==> src/rtl/pong_renderer.sv <==
// Pong game state (paddles, ball, scores, serve/play/game-over) and the RGB332 pixel stage
// that sits directly behind the 640x480 video timer. Game state advances once per frame.
module pong_renderer #(
  parameter int H_ACTIVE       = 640,
  parameter int V_ACTIVE       = 480,
  parameter int BALL_SIZE      = 8,
  parameter int BALL_SPEED     = 2,
  parameter int PADDLE_W       = 8,
  parameter int PADDLE_H       = 48,
  parameter int PADDLE_STEP    = 4,
  parameter int LEFT_PADDLE_X  = 16,
  parameter int RIGHT_PADDLE_X = 616,
  parameter int SERVE_FRAMES   = 60,
  parameter int WIN_SCORE      = 9
) (
  input  logic       clk,
  input  logic       rst_n,
  input  logic [9:0] xpos,
  input  logic [9:0] ypos,
  input  logic       hsync_in,
  input  logic       vsync_in,
  input  logic       btn_l_up,
  input  logic       btn_l_dn,
  input  logic       btn_r_up,
  input  logic       btn_r_dn,
  input  logic       btn_start,
  output logic       hsync_out,
  output logic       vsync_out,
  output logic [7:0] rgb,
  output logic [3:0] score_l,
  output logic [3:0] score_r
);

  typedef enum logic [1:0] {
    SERVE    = 2'd0,
    PLAY     = 2'd1,
    GAMEOVER = 2'd2
  } state_e;

  localparam int SC_W = (SERVE_FRAMES > 1) ? $clog2(SERVE_FRAMES) : 1;

  localparam logic [9:0] H_ACT      = 10'(H_ACTIVE);
  localparam logic [9:0] V_ACT      = 10'(V_ACTIVE);
  localparam logic [9:0] BALL_SZ    = 10'(BALL_SIZE);
  localparam logic [9:0] BALL_SPD   = 10'(BALL_SPEED);
  localparam logic [9:0] PAD_W      = 10'(PADDLE_W);
  localparam logic [9:0] PAD_H      = 10'(PADDLE_H);
  localparam logic [9:0] PAD_STEP   = 10'(PADDLE_STEP);
  localparam logic [9:0] LPAD_X     = 10'(LEFT_PADDLE_X);
  localparam logic [9:0] RPAD_X     = 10'(RIGHT_PADDLE_X);
  localparam logic [9:0] LEFT_FACE  = 10'(LEFT_PADDLE_X + PADDLE_W);
  localparam logic [9:0] RIGHT_FACE = 10'(RIGHT_PADDLE_X - BALL_SIZE);
  localparam logic [9:0] BY_MAX     = 10'(V_ACTIVE - BALL_SIZE);
  localparam logic [9:0] BY_TURN    = 10'(V_ACTIVE - BALL_SIZE - BALL_SPEED);
  localparam logic [9:0] BX_MISS    = 10'(H_ACTIVE - BALL_SIZE - BALL_SPEED);
  localparam logic [9:0] PAD_Y_MAX  = 10'(V_ACTIVE - PADDLE_H);
  localparam logic [9:0] PAD_Y0     = 10'((V_ACTIVE - PADDLE_H) / 2);
  localparam logic [9:0] BALL_X0    = 10'(H_ACTIVE / 2 - BALL_SIZE / 2);
  localparam logic [9:0] BALL_Y0    = 10'(V_ACTIVE / 2 - BALL_SIZE / 2);
  localparam logic [9:0] NET_X0     = 10'(H_ACTIVE / 2 - 2);
  localparam logic [9:0] NET_X1     = 10'(H_ACTIVE / 2 + 1);
  localparam logic [3:0] WIN        = 4'(WIN_SCORE);
  localparam logic [SC_W-1:0] SERVE_LAST = SC_W'(SERVE_FRAMES - 1);

  state_e          state_q, state_d;
  logic [9:0]      bx_q, bx_d, by_q, by_d;
  logic [9:0]      ly_q, ly_d, ry_q, ry_d;
  logic            dx_q, dx_d, dy_q, dy_d;   // 1 = moving toward larger coordinate
  logic [3:0]      score_l_q, score_l_d, score_r_q, score_r_d;
  logic [SC_W-1:0] serve_cnt_q, serve_cnt_d;
  logic [7:0]      rgb_q, rgb_d;

  logic       tick;
  logic [3:0] score_l_inc, score_r_inc;
  logic       in_ball, in_lpad, in_rpad, in_net;

  // Saturating paddle move; the bound check precedes the subtraction so y never wraps.
  function automatic logic [9:0] paddle_next(input logic [9:0] y, input logic up,
                                             input logic dn);
    logic [9:0] r;
    r = y;
    if (up && !dn) begin
      r = (y < PAD_STEP) ? '0 : y - PAD_STEP;
    end else if (dn && !up) begin
      r = (y > PAD_Y_MAX - PAD_STEP) ? PAD_Y_MAX : y + PAD_STEP;
    end
    return r;
  endfunction

  function automatic logic overlaps(input logic [9:0] ball_y, input logic [9:0] pad_y);
    return (ball_y + BALL_SZ > pad_y) && (ball_y < pad_y + PAD_H);
  endfunction

  assign tick        = (xpos == '0) && (ypos == V_ACT);
  assign score_l_inc = score_l_q + 4'd1;
  assign score_r_inc = score_r_q + 4'd1;

  assign hsync_out = hsync_in;
  assign vsync_out = vsync_in;
  assign rgb       = rgb_q;
  assign score_l   = score_l_q;
  assign score_r   = score_r_q;

  always_comb begin
    // NOTE: every next-state signal gets its hold value first so no path leaves it unassigned
    // (which would infer a latch).
    state_d     = state_q;
    bx_d        = bx_q;
    by_d        = by_q;
    dx_d        = dx_q;
    dy_d        = dy_q;
    ly_d        = ly_q;
    ry_d        = ry_q;
    score_l_d   = score_l_q;
    score_r_d   = score_r_q;
    serve_cnt_d = serve_cnt_q;

    if (tick) begin
      ly_d = paddle_next(ly_q, btn_l_up, btn_l_dn);
      ry_d = paddle_next(ry_q, btn_r_up, btn_r_dn);

      case (state_q)
        SERVE: begin
          bx_d = BALL_X0;
          by_d = BALL_Y0;
          if (serve_cnt_q == SERVE_LAST) begin
            serve_cnt_d = '0;
            state_d     = PLAY;
          end else begin
            serve_cnt_d = serve_cnt_q + SC_W'(1);
          end
        end

        PLAY: begin
          if (!dy_q && by_q <= BALL_SPD) begin
            by_d = '0;
            dy_d = 1'b1;
          end else if (dy_q && by_q >= BY_TURN) begin
            by_d = BY_MAX;
            dy_d = 1'b0;
          end else if (dy_q) begin
            by_d = by_q + BALL_SPD;
          end else begin
            by_d = by_q - BALL_SPD;
          end

          // Bounce windows are one step wide in front of each face, so a ball already
          // behind a face can never be caught by a paddle moving onto it.
          if (!dx_q && bx_q >= LEFT_FACE && bx_q < LEFT_FACE + BALL_SPD &&
              overlaps(by_q, ly_q)) begin
            bx_d = LEFT_FACE;
            dx_d = 1'b1;
          end else if (dx_q && bx_q <= RIGHT_FACE && bx_q > RIGHT_FACE - BALL_SPD &&
                       overlaps(by_q, ry_q)) begin
            bx_d = RIGHT_FACE;
            dx_d = 1'b0;
          end else if (!dx_q && bx_q <= BALL_SPD) begin
            score_r_d = score_r_inc;
            dx_d      = 1'b0;
            bx_d      = BALL_X0;
            by_d      = BALL_Y0;
            state_d   = (score_r_inc == WIN) ? GAMEOVER : SERVE;
          end else if (dx_q && bx_q >= BX_MISS) begin
            score_l_d = score_l_inc;
            dx_d      = 1'b1;
            bx_d      = BALL_X0;
            by_d      = BALL_Y0;
            state_d   = (score_l_inc == WIN) ? GAMEOVER : SERVE;
          end else if (dx_q) begin
            bx_d = bx_q + BALL_SPD;
          end else begin
            bx_d = bx_q - BALL_SPD;
          end
        end

        GAMEOVER: begin
          if (btn_start) begin
            score_l_d   = '0;
            score_r_d   = '0;
            bx_d        = BALL_X0;
            by_d        = BALL_Y0;
            serve_cnt_d = '0;
            state_d     = SERVE;
          end
        end

        default: state_d = SERVE;
      endcase
    end
  end

  assign in_ball = (state_q != GAMEOVER) &&
                   (xpos >= bx_q) && (xpos < bx_q + BALL_SZ) &&
                   (ypos >= by_q) && (ypos < by_q + BALL_SZ);
  assign in_lpad = (xpos >= LPAD_X) && (xpos < LPAD_X + PAD_W) &&
                   (ypos >= ly_q) && (ypos < ly_q + PAD_H);
  assign in_rpad = (xpos >= RPAD_X) && (xpos < RPAD_X + PAD_W) &&
                   (ypos >= ry_q) && (ypos < ry_q + PAD_H);
  assign in_net  = (xpos >= NET_X0) && (xpos <= NET_X1) && !ypos[3];

  always_comb begin
    rgb_d = 8'h00;
    if (xpos >= H_ACT || ypos >= V_ACT) begin
      rgb_d = 8'h00;
    end else if (in_ball) begin
      rgb_d = 8'hFF;
    end else if (in_lpad) begin
      rgb_d = 8'hE0;
    end else if (in_rpad) begin
      rgb_d = 8'h03;
    end else if (in_net) begin
      rgb_d = 8'h92;
    end
  end

  // NOTE: sequential state uses non-blocking assignments so every register samples
  // pre-edge values regardless of statement order.
  always_ff @(posedge clk or negedge rst_n) begin
    if (!rst_n) begin
      state_q     <= SERVE;
      bx_q        <= BALL_X0;
      by_q        <= BALL_Y0;
      dx_q        <= 1'b1;
      dy_q        <= 1'b1;
      ly_q        <= PAD_Y0;
      ry_q        <= PAD_Y0;
      score_l_q   <= '0;
      score_r_q   <= '0;
      serve_cnt_q <= '0;
      rgb_q       <= '0;
    end else begin
      state_q     <= state_d;
      bx_q        <= bx_d;
      by_q        <= by_d;
      dx_q        <= dx_d;
      dy_q        <= dy_d;
      ly_q        <= ly_d;
      ry_q        <= ry_d;
      score_l_q   <= score_l_d;
      score_r_q   <= score_r_d;
      serve_cnt_q <= serve_cnt_d;
      rgb_q       <= rgb_d;
    end
  end

endmodule

==> config.mk <==
export PLATFORM = sky130hd
export DESIGN_NAME = pong_renderer
export DESIGN_NICKNAME = d
export VERILOG_FILES = /design/src/rtl/pong_renderer.sv
export SDC_FILE = /design/constraint.sdc
export NUM_CORES = 1
export LEC_CHECK = 0
export CAP_MARGIN = 20
export CORE_MARGIN = 2
export CORE_UTILIZATION = 29
export DETAILED_ROUTE_END_ITERATION = 6
export PLACE_DENSITY_LB_ADDON = 0.12
export SLEW_MARGIN = 10
export SYNTH_ARGS = -nofsm -noshare
export SYNTH_HDL_FRONTEND = slang
export SYNTH_SLANG_ARGS = --single-unit
==> constraint.sdc <==
create_clock -name clk -period 4.5 [get_ports clk]
set_clock_uncertainty 0.2 [all_clocks]
set_input_delay 0.9 -clock clk [delete_from_list [all_inputs] [get_ports clk]]
set_output_delay 0.9 -clock clk [all_outputs]
set_load 0.05 [all_outputs]
---- Word-level counts from Yosys, hierarchy flattened ----
Cells that the tools add are included.
storage, ports and cells
  register bits after elaboration ......... 66
  bits of input ports ..................... 29
  output and inout port bits .............. 18
  word-level logic and storage cells ...... 185
cells by class
  add/sub/neg operators ................... 15
  $lt $le $gt $ge ......................... 32
  eq/ne operators ......................... 15
  mux-type cells .......................... 57
  reduce and logical (&&, ||, !) cells .... 55
operators by type and width
  operator                                                                               count
  10-bit two-way mux                                                                     22
  10-bit less-than comparator                                                            6
  10-bit one-hot mux with 3 select lines                                                 2
  10-bit greater-or-equal comparator                                                     4
  8-bit two-way mux                                                                      5
  4-bit two-way mux                                                                      8
  10-bit greater-or-equal comparator (second input constant)                             3
  10-bit by 9-bit greater-or-equal comparator with 1-bit output (second input constant)  3
  1-bit logical AND                                                                      29
  10-bit by 2-bit adder with 10-bit output (second input constant)                       2
  10-bit by 3-bit adder with 10-bit output (second input constant)                       2
  10-bit by 4-bit adder with 10-bit output (second input constant)                       2
  10-bit by 6-bit adder with 10-bit output (second input constant)                       2
  10-bit by 5-bit greater-or-equal comparator with 1-bit output (second input constant)  2
  10-bit > comparator                                                                    2
  10-bit by 9-bit > comparator with 1-bit output (second input constant)                 2
  10-bit by 2-bit less-or-equal comparator with 1-bit output (second input constant)     2
  10-bit by 3-bit less-than comparator with 1-bit output (second input constant)         2
  10-bit by 5-bit less-than comparator with 1-bit output (second input constant)         2
  10-bit by 2-bit subtractor with 10-bit output (second input constant)                  2
  10-bit by 3-bit subtractor with 10-bit output (second input constant)                  2
  2-bit two-way mux                                                                      8
  2-bit != test (second input constant)                                                  8
  4-bit one-hot mux with 2 select lines                                                  2
  27 further kinds                                                                       50

---- Depth between registers and ports, before layout ----
Gate-level depths: netlist of the first run.
  word-level depth ........................ 9
  mapped depth ............................ 14

---- Worst setup path after synthesis of the first run ----
OpenSTA, ideal clock, no wires.
  kind .................................... register to register
  from .................................... reg by_q[3]
  to ...................................... reg by_q[8]
  library setup time ...................... 0.128 ns
  data arrival time ....................... 3.166 ns
  slack ................................... 1.006 ns
  cell stages (with the launch flop) ...... 14
  buffers on the path ..................... 2
  period minus slack after synthesis ...... 3.494 ns
  cell sequence ........................... dfstp_2 -> clkbuf_1 -> inv_1 -> ha_1 -> ha_1 -> and3_1 -> a221o_1 -> a21oi_1 -> nor3_2 -> and2_1 -> buf_6 -> o31a_4 -> a21oi_1 -> o21ai_0
between the ends
  word-level cells in the longest chain between the ends .. 9
RTL lines
  item                                                                              line  RTL
  from (decl)                                                                       66    logic [9:0] bx_q, bx_d, by_q, by_d;
  from (signal assigned)                                                            234   by_q <= by_d;
  branches (longest 7 deep; another with 10-bit by 4-bit adder with 10-bit output)  n/a
  10-bit two-way mux *                                                              149   if (!dx_q && bx_q >= LEFT_FACE && bx_q < LEFT_FACE + BALL_SPD &&
  10-bit one-hot mux with 3 select lines *                                          122   case (state_q)
Every way passes the cells marked *.
A chain may end at the register's enable or synchronous reset.

---- Final worst setup path of the first run ----
  from .................................... reg by_q[3]
  to ...................................... reg score_l_q[2], in the netlist score_l[2]
between the ends
  word-level cells in the longest chain between the ends .. 6
RTL lines
  item                                      line      RTL
  10-bit by 4-bit adder with 10-bit output  91        return (ball_y + BALL_SZ > pad_y) && (ball_y < pad_y + PAD_H);
  10-bit > comparator                       91
  1-bit logical AND                         91
  1-bit logical AND (on tied branches)      153, 149
  2-bit != test (no line)                   n/a
  7-bit AND reduction (no line) *           n/a
  to (signal assigned)                      239       score_l_q <= score_l_d;
  to (decl)                                 69        logic [3:0] score_l_q, score_l_d, score_r_q, score_r_d;
Every way passes the cells marked *; elsewhere a longest branch is shown, timed or not.

==> results of run 1 <==
==> final timing paths <==
check,from,to,slack (ns),cells after the start
max,by_q[3],score_l[2],0.52,13
min,serve_cnt_q[0],serve_cnt_q[0],0.33,1
max reg2reg,by_q[3],score_l[2],0.52,13
min reg2reg,serve_cnt_q[0],serve_cnt_q[0],0.33,1
max in group asynchronous,rst_n,by_q[2],2.67,2
min in group asynchronous,rst_n,score_l[3],0.48,1
==> per-layer routing <==
metal / GRT usage, % / up-vias
met3: 2.045 / 22
met5: 0 / -
li1: - / 3071
met2: 29.46 / 134
met1: 26.20 / 2942
met4: 4.806 / 0
==> cell usage after synthesis (12+ instances only) <==
cell      number  area, µm²
a21o_1        13      97.59
a21oi_1       57      285.3
a31oi_1       24      150.1
clkbuf_1      13      48.80
dfrtp_1       39      975.9
dfstp_2       20      525.5
ha_1         112       1401
inv_1         51      191.4
nand2_1       67      251.5
nand2b_1      12      75.07
nand3_1       24      120.1
nand4_1       15      93.84
nor2_1        53      198.9
nor3_1        31      155.2
o21a_1        14      105.1
o21ai_0       56      280.3
xnor2_1       17      148.9
==> critical path: stages (launching register included) <==
cell and delay (ns):
dfstp_2 0.69, ha_1 0.26, nand3_1 0.17, nor2_1 0.18
xnor2_1 0.20, ha_1 0.30, and4_1 0.23, nand3_1 0.10
nand4_1 0.11, a31oi_1 0.16, and4_1 0.62, nor3_2 0.18
and4b_1 0.23, a211o_1 0.21
==> logic make-up after synthesis <==
family | Yosys count | share of synthesized area (%)
adder cells (fa/ha/maj) | 113 | 21.48
buffers and inverters | 88 | 5.821
multiplexers | 3 | 0.4566
AO/OA/AOI/OAI | 258 | 26.02
AND/OR/NAND/NOR | 260 | 20.11
flip-flops | 59 | 22.83
XOR/XNOR | 23 | 3.291
==> flip-flops by register name, summed over array words and instances (netlist names) <==
signal       count
by_q            10
bx_q             9
ly_q             8
ry_q             8
rgb              6
serve_cnt_q      6
score_l          4
score_r          4
state_q          2
dx_q             1
dy_q             1
==> cell type report <==
class	count	share of cell area, %
Clock buffer	11	3.324
Clock inverter	5	0.8063
Timing Repair Buffer	57	6.944
Multi-Input combinational cell	657	61.72
Sequential cell	59	19.75
Tap cell	285	4.690
Inverter	56	2.765
==> power by group through the flow <==
stage / clock (mW) / sequential [mW] / combinational (mW)
2_1_floorplan: 0 / 0.541 / 0.0554
3_3_place_gp: 0 / 0.541 / 0.126
3_5_place_dp: 0 / 0.541 / 0.126
4_1_cts: 0.768 / 0.532 / 0.127
5_1_grt: 0.790 / 0.531 / 0.141
6_report: 0.745 / 0.532 / 0.123
==> per-stage QoR <==
stage	cells	util (%)	total power, mW
2_1_floorplan	804	-	0.5962
3_3_place_gp	1114	32.49	0.6668
3_5_place_dp	1114	32.49	0.6661
4_1_cts	1130	33.89	1.426
5_1_grt	1130	33.89	1.462
6_report	1130	33.89	1.400
==> reports/results.tsv, run 1 <==
stage	metric	value	unit
power_and_ir_drop	Lkg Pwr	3.286	nW
power_and_ir_drop	Worst VDD drop	129.9	µV
final_layout	Antenna Cells	0	
logic_synthesis	flops & latches, synth	59	
critical_path	Setup crit start kind	flop	
critical_path	CP Class	reg2reg	
logic_synthesis	syn avg cell area	8.181	µm²
routing	Total Wirelength	21.29	mm
power_and_ir_drop	pwr/cell area	184.2	mW/mm²
global_routing	initial antenna violation count	0	
final_layout	Storage cell area	0.001501	mm²
floorplanning	Core ar.	0.02243	mm²
logic_synthesis	Yosys Warn Count	0	
timing	Tcrit/Tclk final	88.55	%
power_and_ir_drop	sw power	0.3548	mW
cts	root buffer cell	clkbuf_16	
placed_design	# port buffers	42	
critical_path	Crit Path Max Fanout	13	
final_layout	multi-input logic area	0.004693	mm²
power_and_ir_drop	Logic pwr share	8.8	%
timing	final setup fails	0	
power_and_ir_drop	Pint	1.046	mW
cts	worst-case clock buffer depth	2	
global_routing	total congestion overflow	0	
timing	Slew @ Worst Pin	0.9339	ns
cts	CTS sink cnt	59	
placed_design	hpwl dp	16.45	mm
final_layout	fraction of layout cells with a size suffix above 1	8.994	%
final_layout	Area Growth Syn to Fin	15.60	%
cts	CTS tree	done	
timing	Fin Hold WS	0.3308	ns
cts	Clock transition at path regs	0.06	ns
routing	met2 WL	9.760	mm
power_and_ir_drop	Sw Share	25.34	%
critical_path	CP arrival	4.02	ns
timing	Slew headroom	36.13	%
final_layout	Filler Cell Count	2404	
outcome	outcome	finished, final reports clean	
routing	DRC Markers	0	
timing	TNS Setup	0	ns
placed_design	placed inst area	0.007289	mm²
timing	Hold Vio Cnt, Final	0	
routing	post-route ant nets	0	
routing	routed len/inst	18.84	µm
cts	worst skew pair latency	0.35	ns
final_layout	most frequent cells in the layout	ha_1 (112), nand2_1 (67), a21oi_1 (57)	
final_layout	Design Area, Final	0.007604	mm²
logic_synthesis	synth unique cells	80	
floorplanning	die width	154.6	µm
global_routing	first-pass GRT wire length	34.39	mm
cts	TritonCTS Buffers	9	
logic_synthesis	Post-Syn Area	0.006578	mm²
floorplanning	Starting Density	29.32	%
global_routing	Total GRT Usage	18.35	%
routing	first-pass iteration count of the detailed router	5	
logic_synthesis	asr flop ratio synth	100.0	%
placed_design	DP Worst Slack	0.5259	ns
final_layout	Post-layout nets	981	
routing	WL met3	793	µm
power_and_ir_drop	Reg power frac	38.0	%
final_layout	commonest non-fill, non-tap cell in the layout	ha_1	
critical_path	CP endpoint kind	flop	
logic_synthesis	Mapped Cells	804	
min_path	Worst Hold Class	reg2reg	
critical_path	worst endpoint required time	4.53	ns
logic_synthesis	sequential element share of the synthesized area	22.83	%
routing	DRT met1 WL	10.40	mm
timing	RSZ-0062 raised after global routing	no	
timing	FMAX	0.2510	GHz
logic_synthesis	Top FF cell, synth	dfrtp_1	
logic_synthesis	number of flops mapped to enable cells by yosys	0	
floorplanning	Die ar.	0.02390	mm²
logic_synthesis	Syn Nets	945	
timing	fin. max-slew vios	0	
cts	H-tree depth	3	
routing	DR iter-0 viols	360	
routing	vias per cell	5.459	
global_routing	pin count of the biggest net entering global routing	37	
job	Max Cap Viol	0	
cts	Hold Buf Count CTS	0	
placed_design	RD Place Congestion	0.8508	
routing	routed via count	6169	
global_routing	vias in the first global route	6031	
floorplanning	Rows	55	
floorplanning	die height	154.6	µm
timing	Setup WS post-layout	0.5154	ns
floorplanning	I/O pins	47	
timing	Final min period	3.985	ns
routing	uppermost layer routed	met4	
power_and_ir_drop	share of total power in the clock network	53.2	%
cts	Resize count post-CTS	0	
cts	Post-CTS Repair Setup Buffers	0	
(Power assumes the default switching activity.)
==> run 2, diff against run 1 <==
--- a/config.mk
+++ b/config.mk
@@ -7,8 +7,9 @@
 export LEC_CHECK = 0
 export CAP_MARGIN = 20
 export CORE_MARGIN = 2
-export CORE_UTILIZATION = 29
+export CORE_UTILIZATION = 40
 export DETAILED_ROUTE_END_ITERATION = 6
+export HOLD_SLACK_MARGIN = 0.02
 export PLACE_DENSITY_LB_ADDON = 0.12
 export SLEW_MARGIN = 10
 export SYNTH_ARGS = -nofsm -noshare
==> run 2 against run 1 <==
Critical path depth decreased by 2. Non-clock buffer count decreased by 3. Final cell count decreased by 6.4%. Flip-flop and latch count unchanged. Critical endpoint is now by_q[2]. Sequential power about the same. Global-route usage increased by 4.9 points. Count of clock-buffer cells in the layout decreased by 1. First-iteration DRC count increased by 38%. Via count increased by 3.5%.
==> reports/results.tsv, run 2 (synthesized netlist as in run 1, its figures left out) <==
stage	metric	value	unit
floorplanning	die height	132.2	µm
critical_path	CP endpoint kind	flop	
min_path	Worst Hold Class	in2async	
outcome	outcome	finished, final reports clean	
final_layout	commonest non-fill, non-tap cell in the layout	ha_1	
routing	routed len/inst	18.91	µm
critical_path	crit path launch	by_q[3]	
placed_design	placed insts	1041	
cts	Hold Buf Count CTS	0	
final_layout	most frequent cells in the layout	ha_1 (112), nand2_1 (67), a21oi_1 (57)	
cts	H-tree depth	3	
final_layout	Area Growth Syn to Fin	14.57	%
timing	Tcrit/Tclk final	88.22	%
power_and_ir_drop	Reg power frac	35.9	%
critical_path	CP Class	reg2reg	
routing	first-pass iteration count of the detailed router	5	
timing	Hold Vio Cnt, Final	0	
power_and_ir_drop	Worst VDD drop	168.3	µV
global_routing	initial antenna violation count	0	
final_layout	final core utilization	47.10	%
cts	CTS sink cnt	59	
routing	DRC Markers	0	
floorplanning	Die ar.	0.01749	mm²
timing	RSZ-0062 raised after global routing	no	
power_and_ir_drop	Design Power	1.482	mW
timing	Slew @ Worst Pin	0.9693	ns
placed_design	hpwl dp	15.32	mm
job	Max Cap Viol	0	
floorplanning	die width	132.2	µm
critical_path	reg2reg path depth	11	
timing	Fin Hold WS	0.3208	ns
final_layout	fraction of layout cells with a size suffix above 1	8.551	%
routing	vias per cell	6.035	
placed_design	RD Place Congestion	0.9183	
cts	root buffer cell	clkbuf_16	
floorplanning	Starting Density	41.11	%
critical_path	Setup crit start kind	flop	
power_and_ir_drop	Logic pwr share	8.3	%
cts	worst skew pair latency	0.34	ns
power_and_ir_drop	Pint	1.128	mW
cts	Post-CTS Repair Setup Buffers	0	
cts	Resize count post-CTS	0	
timing	final setup fails	0	
routing	Total Wirelength	20.01	mm
critical_path	FF-to-FF Start	by_q[3]	
global_routing	vias in the first global route	6261	
critical_path	CP arrival	4.02	ns
timing	FMAX	0.2519	GHz
routing	routed via count	6385	
final_layout	Largest Register	by_q	
timing	Slew headroom	34.99	%
floorplanning	Core ar.	0.01600	mm²
final_layout	Filler Cell Count	1607	
routing	post-route ant nets	0	
final_layout	top flop regs	by_q: 10 flops, bx_q: 9 flops	
critical_path	Crit Path Max Fanout	13	
global_routing	first-pass GRT wire length	32.74	mm
routing	DR iter-0 viols	496	
power_and_ir_drop	Sw Share	23.89	%
power_and_ir_drop	pwr/cell area	196.7	mW/mm²
power_and_ir_drop	sw power	0.3540	mW
global_routing	Total GRT Usage	23.27	%
final_layout	Antenna Cells	0	
global_routing	total congestion overflow	0	
final_layout	max reg flops	10	
critical_path	worst endpoint required time	4.55	ns
cts	TritonCTS Buffers	9	
final_layout	Post-layout nets	978	
final_layout	post-route insts no fill	1058	
timing	TNS Setup	0	ns
timing	fin. max-slew vios	0	
power_and_ir_drop	Lkg Pwr	3.292	nW
placed_design	# port buffers	42	
power_and_ir_drop	share of total power in the clock network	55.9	%
floorplanning	I/O pins	47	
floorplanning	Rows	46	
critical_path	R2R Setup Slk	0.53	ns
cts	CTS tree	done	
cts	Clock transition at path regs	0.06	ns
cts	worst-case clock buffer depth	2	
timing	Final min period	3.970	ns
global_routing	pin count of the biggest net entering global routing	43	
==> run 2: changes by cell type in the layout (fill, tap and decap cells not counted) <==
cell	delta
clkbuf_1	+1
clkinvlp_4	-1
clkbuf_8	-2
buf_4	-4
buf_12	+1
bufinv_16	+2
==> run 2: critical path, cell delays in order (launching register included) <==
cell and delay (ns):
dfstp_2 0.67, ha_1 0.26, xor2_1 0.39, ha_1 0.32, and3_1 0.17, a221o_1 0.36, a21oi_1 0.24, nor3_2 0.10
and2_1 0.28, o31ai_2 0.64, a21oi_1 0.08, a21oi_1 0.17
==> run 2: power groups by stage <==
| stage | Combinational [mW] | Sequential, mW | Clock [mW] |
|---|---|---|---|
| CTS | 0.121 | 0.532 | 0.841 |
| finish | 0.123 | 0.532 | 0.828 |
| global route | 0.137 | 0.531 | 0.867 |
| global placement | 0.117 | 0.541 | 0 |
| detailed placement | 0.121 | 0.541 | 0 |
| floorplan | 0.0554 | 0.541 | 0 |
==> run 2: metal layers <==
metal	track usage, %	vias up	share of wire [%]
li1	-	3060	-
met1	32.09	3080	46
met2	37.21	217	46
met3	3.998	28	6.0
met4	7.288	0	2.1
met5	0	-	0
==> run 2: final timing paths <==
path / endpoint
worst max-delay path: by_q[2]
worst min-delay path: ry_q[2]
worst max register to register: by_q[2]
min in group clk: ly_q[9]
worst min register to register: ly_q[9]
max in group asynchronous: rgb[1]
==> run 2: per-stage QoR <==
step                instance area, µm²  worst slack [ns]
global route                      7536            0.3778
detailed placement                7173            0.4793
global placement                  7173            0.5676
floorplan                         6578             1.006
finish                            7536            0.5299
CTS                               7516            0.5413
==> run 2: layout make-up <==
cell class | count | area (µm²) | share of cell area [%]
clock buffers | 10 | 229.0 | 3.038
flip-flops and latches | 59 | 1501 | 19.92
repair buffers | 54 | 518.0 | 6.874
well taps | 216 | 270.3 | 3.586
inverters | 56 | 210.2 | 2.789
multi-input cells | 657 | 4693 | 62.28
clock inverters | 6 | 113.9 | 1.511
==> RTL change: new RTL, flow settings as in run 2 <==
Make the reset (`rst_n`) synchronous in one clocked block.
--- a/src/rtl/pong_renderer.sv
+++ b/src/rtl/pong_renderer.sv
@@ -215,7 +215,7 @@
 
   // NOTE: sequential state uses non-blocking assignments so every register samples
   // pre-edge values regardless of statement order.
-  always_ff @(posedge clk or negedge rst_n) begin
+  always_ff @(posedge clk) begin
     if (!rst_n) begin
       state_q     <= SERVE;
       bx_q        <= BALL_X0;
Formal check against the unedited RTL: differs if rst_n is asserted again (counterexample within 4 cycles, from zero or initial values and one cycle with rst_n low); with rst_n held inactive, the same outputs for 4 cycles.
==> RTL change against run 2 <==
Synthesized area fell by 2.7%; via count increased by 2.5%; worst setup slack got worse by 0.20 ns; synthesized cell count grew 6.0%; routed wire length up 3.5%; sequential power down 0.8%; non-clock buffer count is 11 higher; final cell count up 4.8%; sequential cell count unchanged; cell area fell by 1.4%; highest routed layer unchanged; total power about the same; largest power group unchanged; critical path type unchanged.
==> RTL change: results <==
[status]
status = "finished, final reports clean"

[global_routing]
grt_use_met1 = 0.313
grt_util_met3 = 0.0452
antenna_found_initial = 1
grt_max_degree = 26
grt_first_pass_wirelength_um = 33100

[final_layout]
ff_latch_area_um2 = 1180
nNetsFinal = 1029
drive_gt1_frac = 0.0582

[setup_path]
crit_start = "by_q[3]"
worst_r2r_path_depth = 12
path_max_fanout = 12
worstReg2RegEnd = "by_q[1]"

[synth]
syn_nets = 993
yosysSeqAreaShare = 0.185
ys_top_cells_by_count = "112 x ha_1, 85 x nand2_1, 73 x a21oi_1, 63 x o21ai_0, 59 x dfxtp_1"
postSynth.asyncResetShare = 0
netlist_area_um2 = 6400

[detailed_routing]
route.met2.wl_um = 9700
post_drt_wl_per_cell_um = 18.7
drt_iter0_markers = 509
routed_wl_um = 20700
num_vias = 6545
drt-met1-wl_um = 9230
wl_met3_um = 1010

[placement]
place_congestion = 0.930
dp_hpwl_um = 15900

[power_and_ir_drop]
pwr-share-clk = 0.543
p_sw_frac = 0.252
seqPwrFrac = 0.357
seq-power_mw = 0.528
[RTL change: final cells by class]
cell class	count	share of cell area
clock buffers	11	0.0340
clock inverters	5	0.0115
inverters	57	0.0288
multi-input cells	696	0.648
flip-flops and latches	59	0.159
well taps	216	0.0364
repair buffers	65	0.0822
[RTL change: cell families after synthesis]
group / Yosys count / synth area share
and+or+nand+nor: 291 / 0.228
muxes: 2 / 0.00313
DFF: 59 / 0.185
AOI/OAI and AO/OA: 256 / 0.254
xor gates and xnor gates: 32 / 0.0438
buffers and inverters: 97 / 0.0630
adders and majority gates: 115 / 0.224
[RTL change: critical path: stages (launching register included)]
cell and delay (ns):
dfxtp_1 0.55, inv_1 0.28, nor3_1 0.25, nand3_1 0.15, xnor2_1 0.36, ha_1 0.33, nand4_1 0.14, nor4_1 0.07
a2111oi_0 0.31, o2111ai_1 0.43, o211a_2 0.37, or4_1 0.52, a21oi_1 0.14
